## src/rtl/record_play_ctrl_pkg.sv

```systemverilog
// ---------------------------------------------------------------------------
// audio_ctrl_pkg
// Shared definitions for the two-clip record/playback sequencer:
//   - state_t   : sequencer states (IDLE, REC, PLAY)
//   - CMD_*     : bit positions inside the 5-bit synchronizer command word
// ---------------------------------------------------------------------------
package audio_ctrl_pkg;

  typedef enum logic [1:0] {
    IDLE = 2'd0,
    REC  = 2'd1,
    PLAY = 2'd2
  } state_t;

  localparam int CMD_RST  = 4;
  localparam int CMD_REC  = 3;
  localparam int CMD_PLAY = 2;
  localparam int CMD_WSEL = 1;
  localparam int CMD_RSEL = 0;

endpackage

```

## src/rtl/record_play_ctrl_if.sv

```systemverilog
// ---------------------------------------------------------------------------
// record_play_ctrl_if
// Clip memory bus driven by the sequencer.
//   mem_addr : {clip, offset}, CLIP_AW+1 bits, holds between strobes
//   mem_we   : one-cycle write strobe (recording)
//   mem_re   : one-cycle read strobe (playback)
// Strobe semantics: there is no back-pressure. A strobe is high for exactly
// one cycle and mem_addr is valid in that same cycle; the memory must accept
// every strobe. mem_we and mem_re are never high together.
// Modports: master = sequencer side, slave = memory side.
// ---------------------------------------------------------------------------
interface record_play_ctrl_if #(
  parameter int CLIP_AW = 14
);

  logic [CLIP_AW:0] mem_addr;
  logic             mem_we;
  logic             mem_re;

  modport master (
    output mem_addr,
    output mem_we,
    output mem_re
  );

  modport slave (
    input mem_addr,
    input mem_we,
    input mem_re
  );

endinterface

```

## src/rtl/record_play_ctrl_rise_detect.sv

```systemverilog
// ---------------------------------------------------------------------------
// rise_detect
// Registered rising-edge detector, W independent bits.
//   clock : system clock
//   reset : synchronous active-high, clears the history to 0
//   din   : level inputs (already synchronous to clock)
//   rise  : high in the cycle din goes 0->1 relative to last cycle
// Because the history clears to 0, a level already high when reset drops
// is reported as a rising edge.
// ---------------------------------------------------------------------------
module rise_detect #(
  parameter int W = 1
) (
  input  logic         clock,
  input  logic         reset,
  input  logic [W-1:0] din,
  output logic [W-1:0] rise
);

  logic [W-1:0] hist_q;

  always_ff @(posedge clock) begin
    if (reset) begin
      hist_q <= '0;
    end else begin
      hist_q <= din;
    end
  end

  assign rise = din & ~hist_q;

endmodule

```

## src/rtl/record_play_ctrl.sv

```systemverilog
// ---------------------------------------------------------------------------
// record_play_ctrl
// Record/playback sequencer for the two-clip audio recorder. Detects
// record/play presses on the synchronizer command word and steps the clip
// memory address once per sample tick, tracking each clip's recorded length.
//
// Ports
//   clock       : system clock, posedge
//   reset       : synchronous active-high clear (cmd[4] does the same)
//   cmd[4:0]    : {reset, record, play, write-clip sel, read-clip sel}
//   sample_tick : one-cycle strobe at the audio sample rate
//   mem         : clip memory bus (master modport), strobes registered
//   recording   : high while in REC
//   playing     : high while in PLAY
//   done        : one-cycle pulse when REC or PLAY ends
//   state_dbg   : current sequencer state (IDLE/REC/PLAY encoding)
//
// Build option
//   LOOP_PLAY_EN : when defined, playback wraps to offset 0 after the last
//                  recorded sample and only stops on a record/play press.
// ---------------------------------------------------------------------------
module record_play_ctrl
  import audio_ctrl_pkg::*;
#(
  parameter int CLIP_AW = 14
) (
  input  logic       clock,
  input  logic       reset,
  input  logic [4:0] cmd,
  input  logic       sample_tick,
  record_play_ctrl_if.master mem,
  output logic       recording,
  output logic       playing,
  output logic       done,
  output logic [1:0] state_dbg
);

  localparam logic [1:0] S_IDLE = 2'(IDLE);
  localparam logic [1:0] S_REC  = 2'(REC);
  localparam logic [1:0] S_PLAY = 2'(PLAY);

  localparam logic [CLIP_AW-1:0] OFF_ONE = 1;
  localparam logic [CLIP_AW:0]   LEN_ONE = 1;
  localparam logic [CLIP_AW:0]   DEPTH   = {1'b1, {CLIP_AW{1'b0}}};

  logic               clr;
  logic [1:0]         edges;
  logic               rec_edge;
  logic               play_edge;
  logic               stop_edge;

  logic [1:0]         state_q;
  logic               clip_q;
  logic [CLIP_AW-1:0] offset_q;
  logic [CLIP_AW:0]   len_q [2];
  logic [CLIP_AW:0]   addr_q;
  logic               we_q;
  logic               re_q;
  logic               done_q;
  logic               last_read;

  // The command-word reset bit is a full synchronous clear, same as reset.
  assign clr = reset | cmd[CMD_RST];

  rise_detect #(
    .W (2)
  ) u_rise (
    .clock (clock),
    .reset (clr),
    .din   (cmd[CMD_REC:CMD_PLAY]),
    .rise  (edges)
  );

  assign rec_edge  = edges[1];
  assign play_edge = edges[0];
  assign stop_edge = rec_edge | play_edge;

  // Offset of the last recorded sample; len_q is never 0 while in PLAY.
  assign last_read = ({1'b0, offset_q} == (len_q[clip_q] - LEN_ONE));

  always_ff @(posedge clock) begin
    if (clr) begin
      state_q  <= S_IDLE;
      clip_q   <= 1'b0;
      offset_q <= '0;
      len_q[0] <= '0;
      len_q[1] <= '0;
      addr_q   <= '0;
      we_q     <= 1'b0;
      re_q     <= 1'b0;
      done_q   <= 1'b0;
    end else begin
      we_q   <= 1'b0;
      re_q   <= 1'b0;
      done_q <= 1'b0;
      case (state_q)
        S_IDLE: begin
          // Record has priority over a simultaneous play press.
          if (rec_edge) begin
            clip_q   <= cmd[CMD_WSEL];
            offset_q <= '0;
            state_q  <= S_REC;
          end else if (play_edge) begin
            clip_q <= cmd[CMD_RSEL];
            if (len_q[cmd[CMD_RSEL]] != '0) begin
              offset_q <= '0;
              state_q  <= S_PLAY;
            end
          end
        end

        S_REC: begin
          // A stop press beats a coincident tick: no write is issued.
          if (stop_edge) begin
            len_q[clip_q] <= {1'b0, offset_q};
            done_q        <= 1'b1;
            state_q       <= S_IDLE;
          end else if (sample_tick) begin
            we_q     <= 1'b1;
            addr_q   <= {clip_q, offset_q};
            offset_q <= offset_q + OFF_ONE;
            if (offset_q == '1) begin
              len_q[clip_q] <= DEPTH;
              done_q        <= 1'b1;
              state_q       <= S_IDLE;
            end
          end
        end

        S_PLAY: begin
          if (stop_edge) begin
            done_q  <= 1'b1;
            state_q <= S_IDLE;
          end else if (sample_tick) begin
            re_q     <= 1'b1;
            addr_q   <= {clip_q, offset_q};
            offset_q <= offset_q + OFF_ONE;
            if (last_read) begin
`ifdef LOOP_PLAY_EN
              offset_q <= '0;
`else
              done_q  <= 1'b1;
              state_q <= S_IDLE;
`endif
            end
          end
        end

        default: state_q <= S_IDLE;
      endcase
    end
  end

  assign mem.mem_addr = addr_q;
  assign mem.mem_we   = we_q;
  assign mem.mem_re   = re_q;
  assign recording    = (state_q == S_REC);
  assign playing      = (state_q == S_PLAY);
  assign done         = done_q;
  assign state_dbg    = state_q;

endmodule

```

## src/flat_wrapper.sv

```systemverilog
// flat-port wrapper written by rule: the top's interface ports become plain ports
module record_play_ctrl_flat import audio_ctrl_pkg::*;
#(
  parameter int CLIP_AW = 14
)
  (clock, reset, cmd, sample_tick, recording, playing, done, state_dbg, mem_mem_addr, mem_mem_we, mem_mem_re);
  record_play_ctrl_if #(.CLIP_AW(CLIP_AW)) mem_i ();
  input  logic clock;
  input  logic reset;
  input  logic [4:0] cmd;
  input  logic sample_tick;
  output logic recording;
  output logic playing;
  output logic done;
  output logic [1:0] state_dbg;
  output wire logic [$bits(mem_i.mem_addr)-1:0] mem_mem_addr;
  output wire logic [$bits(mem_i.mem_we)-1:0] mem_mem_we;
  output wire logic [$bits(mem_i.mem_re)-1:0] mem_mem_re;
  assign mem_mem_addr = mem_i.mem_addr;
  assign mem_mem_we = mem_i.mem_we;
  assign mem_mem_re = mem_i.mem_re;
  record_play_ctrl #(.CLIP_AW(CLIP_AW)) u_core (.clock(clock), .reset(reset), .cmd(cmd), .sample_tick(sample_tick), .mem(mem_i), .recording(recording), .playing(playing), .done(done), .state_dbg(state_dbg));
endmodule
```

## config.mk

```make
export PLATFORM = sky130hd
export DESIGN_NAME = record_play_ctrl_flat
export DESIGN_NICKNAME = d
export VERILOG_FILES = /design/src/rtl/record_play_ctrl_pkg.sv /design/src/rtl/record_play_ctrl_if.sv /design/src/rtl/record_play_ctrl_rise_detect.sv /design/src/rtl/record_play_ctrl.sv /design/src/flat_wrapper.sv
export SDC_FILE = /design/constraint.sdc
export NUM_CORES = 1
export LEC_CHECK = 0
export ABC_AREA = 1
export ABC_CLOCK_PERIOD_IN_PS = 6410
export CORE_ASPECT_RATIO = 1.4
export CORE_MARGIN = 2
export CORE_UTILIZATION = 60
export CTS_BUF_LIST = sky130_fd_sc_hd__clkbuf_8
export DETAILED_ROUTE_END_ITERATION = 8
export HOLD_SLACK_MARGIN = 0.08
export PLACE_DENSITY_LB_ADDON = 0.08
export RECOVER_POWER = 100
export SLEW_MARGIN = 0
export SYNTH_ARGS = -nofsm -noshare
export SYNTH_HDL_FRONTEND = slang
export SYNTH_SLANG_ARGS = --single-unit
```

## constraint.sdc

```tcl
create_clock -name clock -period 6.41 [get_ports clock]
set_input_delay 1.282 -clock clock [delete_from_list [all_inputs] [get_ports clock]]
set_output_delay 1.282 -clock clock [all_outputs]
set_load 0.05 [all_outputs]
```

# Word-level counts from Yosys, hierarchy flattened
# Memory sizes are Yosys's and may differ from the RTL's. A register that Yosys moved wholly into a read port is not among the register bits.
# Cells that the tools add are included.
classes:
  addsub: 2
  n_eq_ne: 12
  muxes: 43
  bitwise: 8
  reduce_logical: 12
op_table:
  columns: ["op", "n"]
  rows:
  - ["two-way mux 14 bit", 5]
  - ["two-way mux 15 bit", 2]
  - ["case mux 14 bit (2 select lines)", 1]
  - ["two-way mux 1 bit", 24]
  - ["two-way mux 2 bit", 9]
  - ["equality test 14 x 15 -> 1 bit", 1]
  - ["nonzero test 15 bit", 1]
  - ["OR reduction 15 bit", 1]
  - ["subtractor 15 x 1 -> 15 bit (second input constant)", 1]
  - ["adder 14 x 1 -> 14 bit (second input constant)", 1]
  - ["equality test 14 bit (second input constant)", 1]
  - ["inequality test 3 x 1 -> 1 bit (second input constant)", 4]
  - ["inequality test 3 x 2 -> 1 bit (second input constant)", 2]
  - ["case mux 2 bit (3 select lines)", 1]
  - ["AND reduction 6 bit", 1]
  - ["OR reduction 2 bit", 3]
  - ["AND reduction 5 bit", 1]
  - ["nonzero test 2 bit", 2]
  - ["inverter 1 bit", 3]
  - ["bitwise OR 1 bit", 3]
  - ["AND reduction 3 bit", 1]
  - ["bitwise AND 2 bit", 1]
  - ["equality test 2 x 1 -> 1 bit (second input constant)", 1]
  - ["equality test 2 bit (second input constant)", 1]
  - ["6 further kinds", 6]
word_totals:
  ff_bits: 37
  ramBits: 30
  in_bits: 8
  output_inout_bits: 22
  elab_cells: 86
  n_memories: 1
mem_list:
  columns: ["name", "words", "word_bits", "read_ports", "rd_ports_with_merged_regs", "wr", "line_no", "text"]
  rows:
  - ["u_core.len_q", 2, 15, 2, 1, 2, "record_play_ctrl.sv:55", "logic [CLIP_AW:0] len_q [2];"]

# Logic depth before layout (Yosys ltp)
depth:
  ltp_word: 10
  mapped_depth: 20
  mapped_depth_nobuf: 19

# Cells and area by module
# Synthesis repeated with hierarchy kept, for this count alone.
unflattened:
  hier_cells: 539
  area_unflattened_um2: 3970.1
modules_own_cells:
  columns: ["mod", "n_inst", "cells_each", "area_per_inst_um2", "seq_area_each_um2"]
  rows:
  - ["record_play_ctrl", 1, 531, 3907.5, 1621.6]
  - ["rise_detect", 1, 8, 62.6, 40.0]

# Least setup slack after synthesis
# No wires, ideal clock.
synth_path:
  path_type: "in2reg"
  start: "in cmd[3]"
  end: "mem u_core.len_q[0][0] in the netlist's numbering, enable pin"
  setup_ns: 0.408
  arrival_ns: 3.095
  t_required_ns: 6.002
  setup_slack_ns: 2.907
  path_stages: 8
  path_buffers: 0
  cell_sequence: "inv_1 > nor2_1 > inv_1 > nand2_1 > nor2_2 > nor3_2 > inv_2 > o21ai_0"
synth_rtl:
  columns: ["item", "line_no", "text"]
  rows:
  - ["start: declaration", "flat_wrapper.sv:10", "input logic [4:0] cmd;"]
  - ["end: declaration", "record_play_ctrl.sv:55", null]

==> impl_metrics.yaml <==
status:
  outcome: "finished clean"
grt:
  grtUsageTotal: 0.301
  grt_overflow_total: 0
  layer_with_the_highest_usage: "met2"
  grt_pass1_wl_mm: 17.4
  maximum_number_of_pins_on_one_net_before_global_route_repair: 34
  antenna_found_initial: 0
  use_met2: 0.483
  vias_in_the_first_global_route: 3806
  grt_use_met1: 0.360
  met3_use_gr: 0.0557
yosys:
  mappedNetlistArea_sq_mm: 0.00420
  yosysTopAreaCell: "edfxtp_1"
  synth_top_area_share: 0.214
  synthesis.instances: 607
  synth-edff-count: 30
  synthesized_nets: 621
  yosys_register_bits: 68
  async_reset_ff_frac: 0
  yosys_cell_types: 32
  synth_sequential_area_ratio: 0.395
  netlist_top_cells_area: "edfxtp_1, dfxtp_1, nand2_1"
  yosys_warnings: 0
  synth_top_cells_by_count: "nand2_1, inv_1, nand3_1, nor2_1, dfxtp_1"
  synthesis.area_per_instance_sq_um: 6.92
  synth_top_flop_cell: "dfxtp_1"
  yosys.cell_count.top_type: "nand2_1"
worst_setup_path:
  critical_path.startpoint_type: "input port"
  endpoint_kind: "flop"
  required_ns: 6.37
  critical_path_arrival_ns: 4.52
  cp_max_fo: 24
  critical_path.reg2reg.endpoint: "u_core.state_dbg[0]"
  setup.reg_to_reg.worst_slack_ns: 2.42
  crit_type: "in2reg"
  worst_r2r_path_depth: 20
placed_design:
  numPortBuffers: 29
  gp_congestion: 0.934
  detailedPlacementHpwl_mm: 8.18
drt:
  drt_pre_antenna_iters: 5
  dr_total_vias: 3947
  drc_errors: 0
  routed_wire_length_per_instance_microns: 14.3
  first_iter_violations: 241
  vias_per_cell: 5.43
  route.final.wire_length_mm: 10.4
  post_route_ant_nets: 0
power_and_ir_drop:
  sw_frac_of_total: 0.301
  vdd_drop_max_v: 0.000166
  leakage_nw: 2.24
  combinationalPowerShare: 0.188
  pwr_density_cell_mw_per_mm2: 204
  power.share.clock: 0.311
  power.share.sequential: 0.501
  switching_power_uw: 284
  internal_power_uw: 659
floorplanning:
  die_w_microns: 74.7
  floorplan.die_area_sq_mm: 0.00770
  design.core.area_sq_mm: 0.00689
  io-pin-count: 30
  placement_rows: 36
  initial_util: 0.610
  die_height_microns: 103
cts:
  clock-sinks: 68
  cts_made_buffers: 9
  htree_num_levels: 3
  worstSkewPairLatency_ns: 0.34
  post_cts_resize_count: 0
  cts_hold_repair.buffers: 0
  cts_tree: "yes"
  post-cts-setup-buffers: 0
  cts_max_path_buffers: 2
  ctsRootBufferMaster: "clkbuf_8"
  cts.clk_slew.worst_paths_ns: 0.07
timing:
  max_freq_mhz: 220
  final-hold-violation-count: 0
  finClkSkew_ns: 0.00620
  finalCritPeriodShare: 0.711
  setup_tns_ns: 0
  setup_viol_count_final: 0
  unrepaired_setup_endpoints_after_global_routing: "no"
  final_max_slew_viol_count: 0
  maxSlewHeadroom: 0.155
  tightest_slew_ns: 1.27
  min_period_ns: 4.56
final_layout:
  fillers: 597
  area_delta_synth_final_pct: 10.2
  antenna_cells: 0
  utilization: 0.672
  drive_gt1_frac: 0.0443
  num-nets-final: 641
flow_run:
  drv_cap: 0
min_path:
  worstHoldPathCells: 2
  timing.hold.worst.start: "u_core.mem.mem_addr[10]"
  hold_removal_path_class: "reg2reg"
  whs_endpoint: "u_core.mem.mem_addr[10]"
-- registers in the layout, summed over array words and instances (netlist names), named ones only --
signal                flops
u_core.offset_q          14
u_core.mem.mem_addr      15
u_core.state_dbg          2
u_core.len_q             30
u_core.mem.mem_we         1
u_core.u_rise.hist_q      2
u_core.done               1
u_core.mem.mem_re         1
u_core.clip_q             1
-- worst max-delay path, cell delays in order --
cell	delay, ns
dlygate4sd3_1	0.53
nor2_1	0.10
clkbuf_1	0.66
inv_1	0.48
nor3_1	0.31
inv_1	0.21
o21ai_0	0.25
clkbuf_1	0.68
-- worst max-delay path by stage --
stage | from | end | slack [ns] | cells after the start
2_1_floorplan | cmd[3] | u_core.len_q[0][0] | 2.91 | 8
3_3_place_gp | cmd[2] | u_core.offset_q[3] | 2.71 | 13
3_5_place_dp | cmd[3] | u_core.offset_q[3] | 2.67 | 13
4_1_cts | cmd[0] | u_core.offset_q[3] | 3.02 | 13
5_1_grt | cmd[4] | u_core.len_q[0][9] | 1.54 | 8
6_report | cmd[4] | u_core.len_q[0][7] | 1.85 | 8
-- per-stage QoR --
stage / hold WS (ns) / power [mW] / cells / setup slack, ns / cell area, sq um
final: 0.518 / 0.944 / 727 / 1.85 / 4630
after global routing: 0.565 / 0.990 / 727 / 1.54 / 4630
after CTS: 0.530 / 0.953 / 727 / 3.02 / 4670
after detailed placement: 0.502 / 0.663 / 711 / 2.67 / 4500
after global placement: 0.503 / 0.660 / 711 / 2.71 / 4500
after floorplan: 0.507 / 0.618 / 607 / 2.91 / 4200
-- metal layers --
layer	wire length [microns]	vias to the layer above
met1	4220	1805
met2	5110	129
met4	555	0
met3	528	41
li1	-	1972
met5	0	-
-- cells by family (layout without fill, tap and decap cells) --
family	Yosys count	count (layout)	synth area share
compound gates	63	63	0.0771
buf+inv	128	153	0.126
xor+xnor	12	12	0.0250
mux	1	1	0.00238
fa+ha+maj	6	6	0.0179
simple gates	329	329	0.356
flops	68	68	0.395
-- cell usage in the layout, fill, tap and decap left out, types with 3 or more instances in the layout --
master / n
nand2_1: 164
inv_1: 103
nand3_1: 67
nor2_1: 52
dfxtp_1: 38
edfxtp_1: 30
o21ai_0: 29
a21oi_1: 29
dlygate4sd3_1: 24
nor3_1: 13
nand4_1: 11
xor2_1: 11
clkbuf_8: 10
nor4_1: 6
ha_1: 6
clkdlybuf4s50_1: 5
clkbuf_1: 5
nor2_2: 4
nor3_2: 3
o21bai_1: 3
-- cell type report --
type	count	area, sq um	area share
sequential	68	1660	0.359
clock buffer	10	138	0.0297
inverter	103	387	0.0835
timing repair buffer	34	309	0.0667
clock inverter	6	25.0	0.00540
tap	95	119	0.0257
multi-input combinational	411	1990	0.430
-- power groups by stage --
stage | logic [mW] | clock network (mW) | registers [mW]
after global placement | 0.179 | 0 | 0.481
after floorplan | 0.129 | 0 | 0.489
after global routing | 0.201 | 0.315 | 0.474
after CTS | 0.181 | 0.299 | 0.472
final | 0.177 | 0.294 | 0.473
after detailed placement | 0.181 | 0 | 0.482
Power figures use the tool's default switching activity.
==> RTL change (same flow settings) <==
Put a register stage on the outputs `recording` and `playing`. The values now appear one clock later. The other outputs are not delayed to match. Comments in the files are not updated.
--- a/src/rtl/record_play_ctrl.sv
+++ b/src/rtl/record_play_ctrl.sv
@@ -156,4 +156,6 @@
   assign mem.mem_re   = re_q;
-  assign recording    = (state_q == S_REC);
-  assign playing      = (state_q == S_PLAY);
+  always_ff @(posedge clock) begin
+    recording <= (state_q == S_REC);
+    playing   <= (state_q == S_PLAY);
+  end
   assign done         = done_q;
Formal check against the unedited RTL: not equivalent (Yosys sat finds a counterexample within 4 cycles, from zero or initial values).
==> RTL change against the original RTL <==
Total power increased by 13%; die area about the same; clock power increased by 39%; count of clock-buffer cells in the layout decreased by 1; wire length increased by 6.3%; area after synthesis about the same; sequential cell count increased by 2; via count decreased by 2.9%; final area increased by 0.70%; non-clock buffer count decreased by 1; critical endpoint is now u_core.state_dbg[0]; sequential power increased by 3%; maximum frequency increased by 8.2%; critical path type is now reg2reg; register-to-register slack got worse by 0.22 ns; worst setup slack improved by 0.34 ns.
==> RTL change: results (changes against the original RTL) <==
status finished clean; largest net degree at the start of global routing 33 (-2.9%); GRT met2 Usage 50.51% (+2.2 points); Antenna diodes 0 (unchanged); Longest Clk Path Bufs 2 (unchanged); Post-Place Cell Area 0.004533 mm2 (+0.64%); Port Buf Inserts 29 (unchanged); Async S/R FF share, synth 0% (unchanged); final RePlAce weighted congestion 0.9675 (+3.6%); share of cells above drive strength 1 9.831% (+5.4 points); Num CTS Buffers 9 (unchanged); fill count 599 (+0.34%); max incr delay on CP 0.98 ns (+0.30 ns); Commonest cells post-synth nand2_1, inv_1, nand3_1; sequential area share after synthesis 40.52% (+0.98 points); Largest Register u_core.len_q; Final nets 599 (-6.6%); Post-synth EDFFs 30 (unchanged); synthesized net count 572 (-7.9%); leakage power 0.001951 uW (-13%); drt pass-1 iters 5 (unchanged); CP Max Fanout 32 (+33%); max reg flops 30 (unchanged); Distinct cells, synth 39 (+22%); Max VDD drop 0.2438 mV (+47%); worst slack at placement 2.544 ns (-0.1264 ns); Area contributors post-synth edfxtp_1, dfxtp_1, nand2_1; met3 GRT Util 5.670% (+0.098 points); Hold WC Path Type reg2reg; CTS root buf clkbuf_8; initial antenna violation count 0 (unchanged); CP max-delay cell clkbuf_1; number of global-route vias before repair 3522 (-7.5%); clock skew 0.008778 ns (+0.002574 ns); r2r setup slk 2.20 ns (-0.22 ns); post-cts sizing count 0 (unchanged); met1 Resource Use GR 38.55% (+2.5 points); DP Wirelength 8268 um (+1.0%); CTS H-tree depth 3 (unchanged); worst skew pair latency 0.35 ns; Detailed Route Iter0 Violations 258 (+7.1%); GRT Util Overall 30.67% (+0.61 points); Vias 3833 (-2.9%); post-layout min period 4.212 ns (-0.3435 ns); CP arrival 4.44 ns (-0.08 ns); first-pass GRT wire length 17580 um (+0.99%); worst slew pin tran 1.368 ns (+0.1006 ns); DR WL/cell 16.17 um (+13%); Synth warnings 0 (unchanged)
-- RTL change: cell count changes after synthesis, sizes merged, moves of 3 or more --
cell	unedited run	this run
inv	102	69
nand3	68	43
nor3	17	36
nor2	59	49
buf	16	9
a21oi	29	35
o21ai	30	26
nand2	166	163
nor4	6	9
-- RTL change: cell families (layout without fill, tap and decap cells) --
| family | after synthesis | in the layout | share of synthesized area [%] |
|---|---|---|---|
| DFF | 70 | 70 | 40.52 |
| xor gates and xnor gates | 13 | 13 | 2.712 |
| and+or+nand+nor | 316 | 316 | 37.72 |
| buffers and inverters | 87 | 119 | 8.760 |
| adders and majority gates | 6 | 6 | 1.788 |
| AOI/OAI and AO/OA | 66 | 66 | 8.492 |
-- RTL change: path summary, 6_finish.rpt --
| check | from | cells after the start | endpoint |
|---|---|---|---|
| setup / recovery | flop | 19 | u_core.state_dbg[0] |
| hold / removal | u_core.offset_q[13] | 2 | u_core.offset_q[13] |
| setup reg to reg | flop | 19 | u_core.state_dbg[0] |
| hold reg to reg | u_core.offset_q[13] | 2 | u_core.offset_q[13] |
-- RTL change: power breakdown --
part / leakage (uW) / switching, uW / internal [uW]
clock: 0.000117 / 185 / 225
combinational: 0.00118 / 121 / 51.7
sequential: 0.000656 / 9.26 / 477
-- RTL change: critical path, delay by kind of cell, from the launching register on --
family / cells / cell delay (ns)
adder cells (fa/ha/maj): 1 / 0.29
buffers and inverters: 3 / 1.77
AND/OR/NAND/NOR: 14 / 1.62
AO/OA/AOI/OAI: 1 / 0.06
flip-flops: 1 / 0.31
-- RTL change: per-layer routing --
layer | wire (um) | part of all wire [%]
met2 | 5421 | 49
met3 | 663 | 6.0
met4 | 448 | 4.0
met5 | 0 | 0
met1 | 4545 | 41
-- RTL change: per-stage QoR --
stage | std cells | hold slack (ns)
5_1_grt | 685 | 0.5465
6_report | 685 | 0.5242
2_1_floorplan | 558 | 0.4710
4_1_cts | 685 | 0.5245
3_5_place_dp | 669 | 0.5102
3_3_place_gp | 669 | 0.5031
-- RTL change: layout make-up --
type                       count  area, um2  area share [%]
sequential                    70       1702           36.49
inverter                      70      262.8           5.635
clock buffer                   9      123.9           2.656
tap                           95      118.9           2.549
multi-input combinational    401       2047           43.90
timing repair buffer          33      305.3           6.547
clock inverter                 7      103.9           2.227
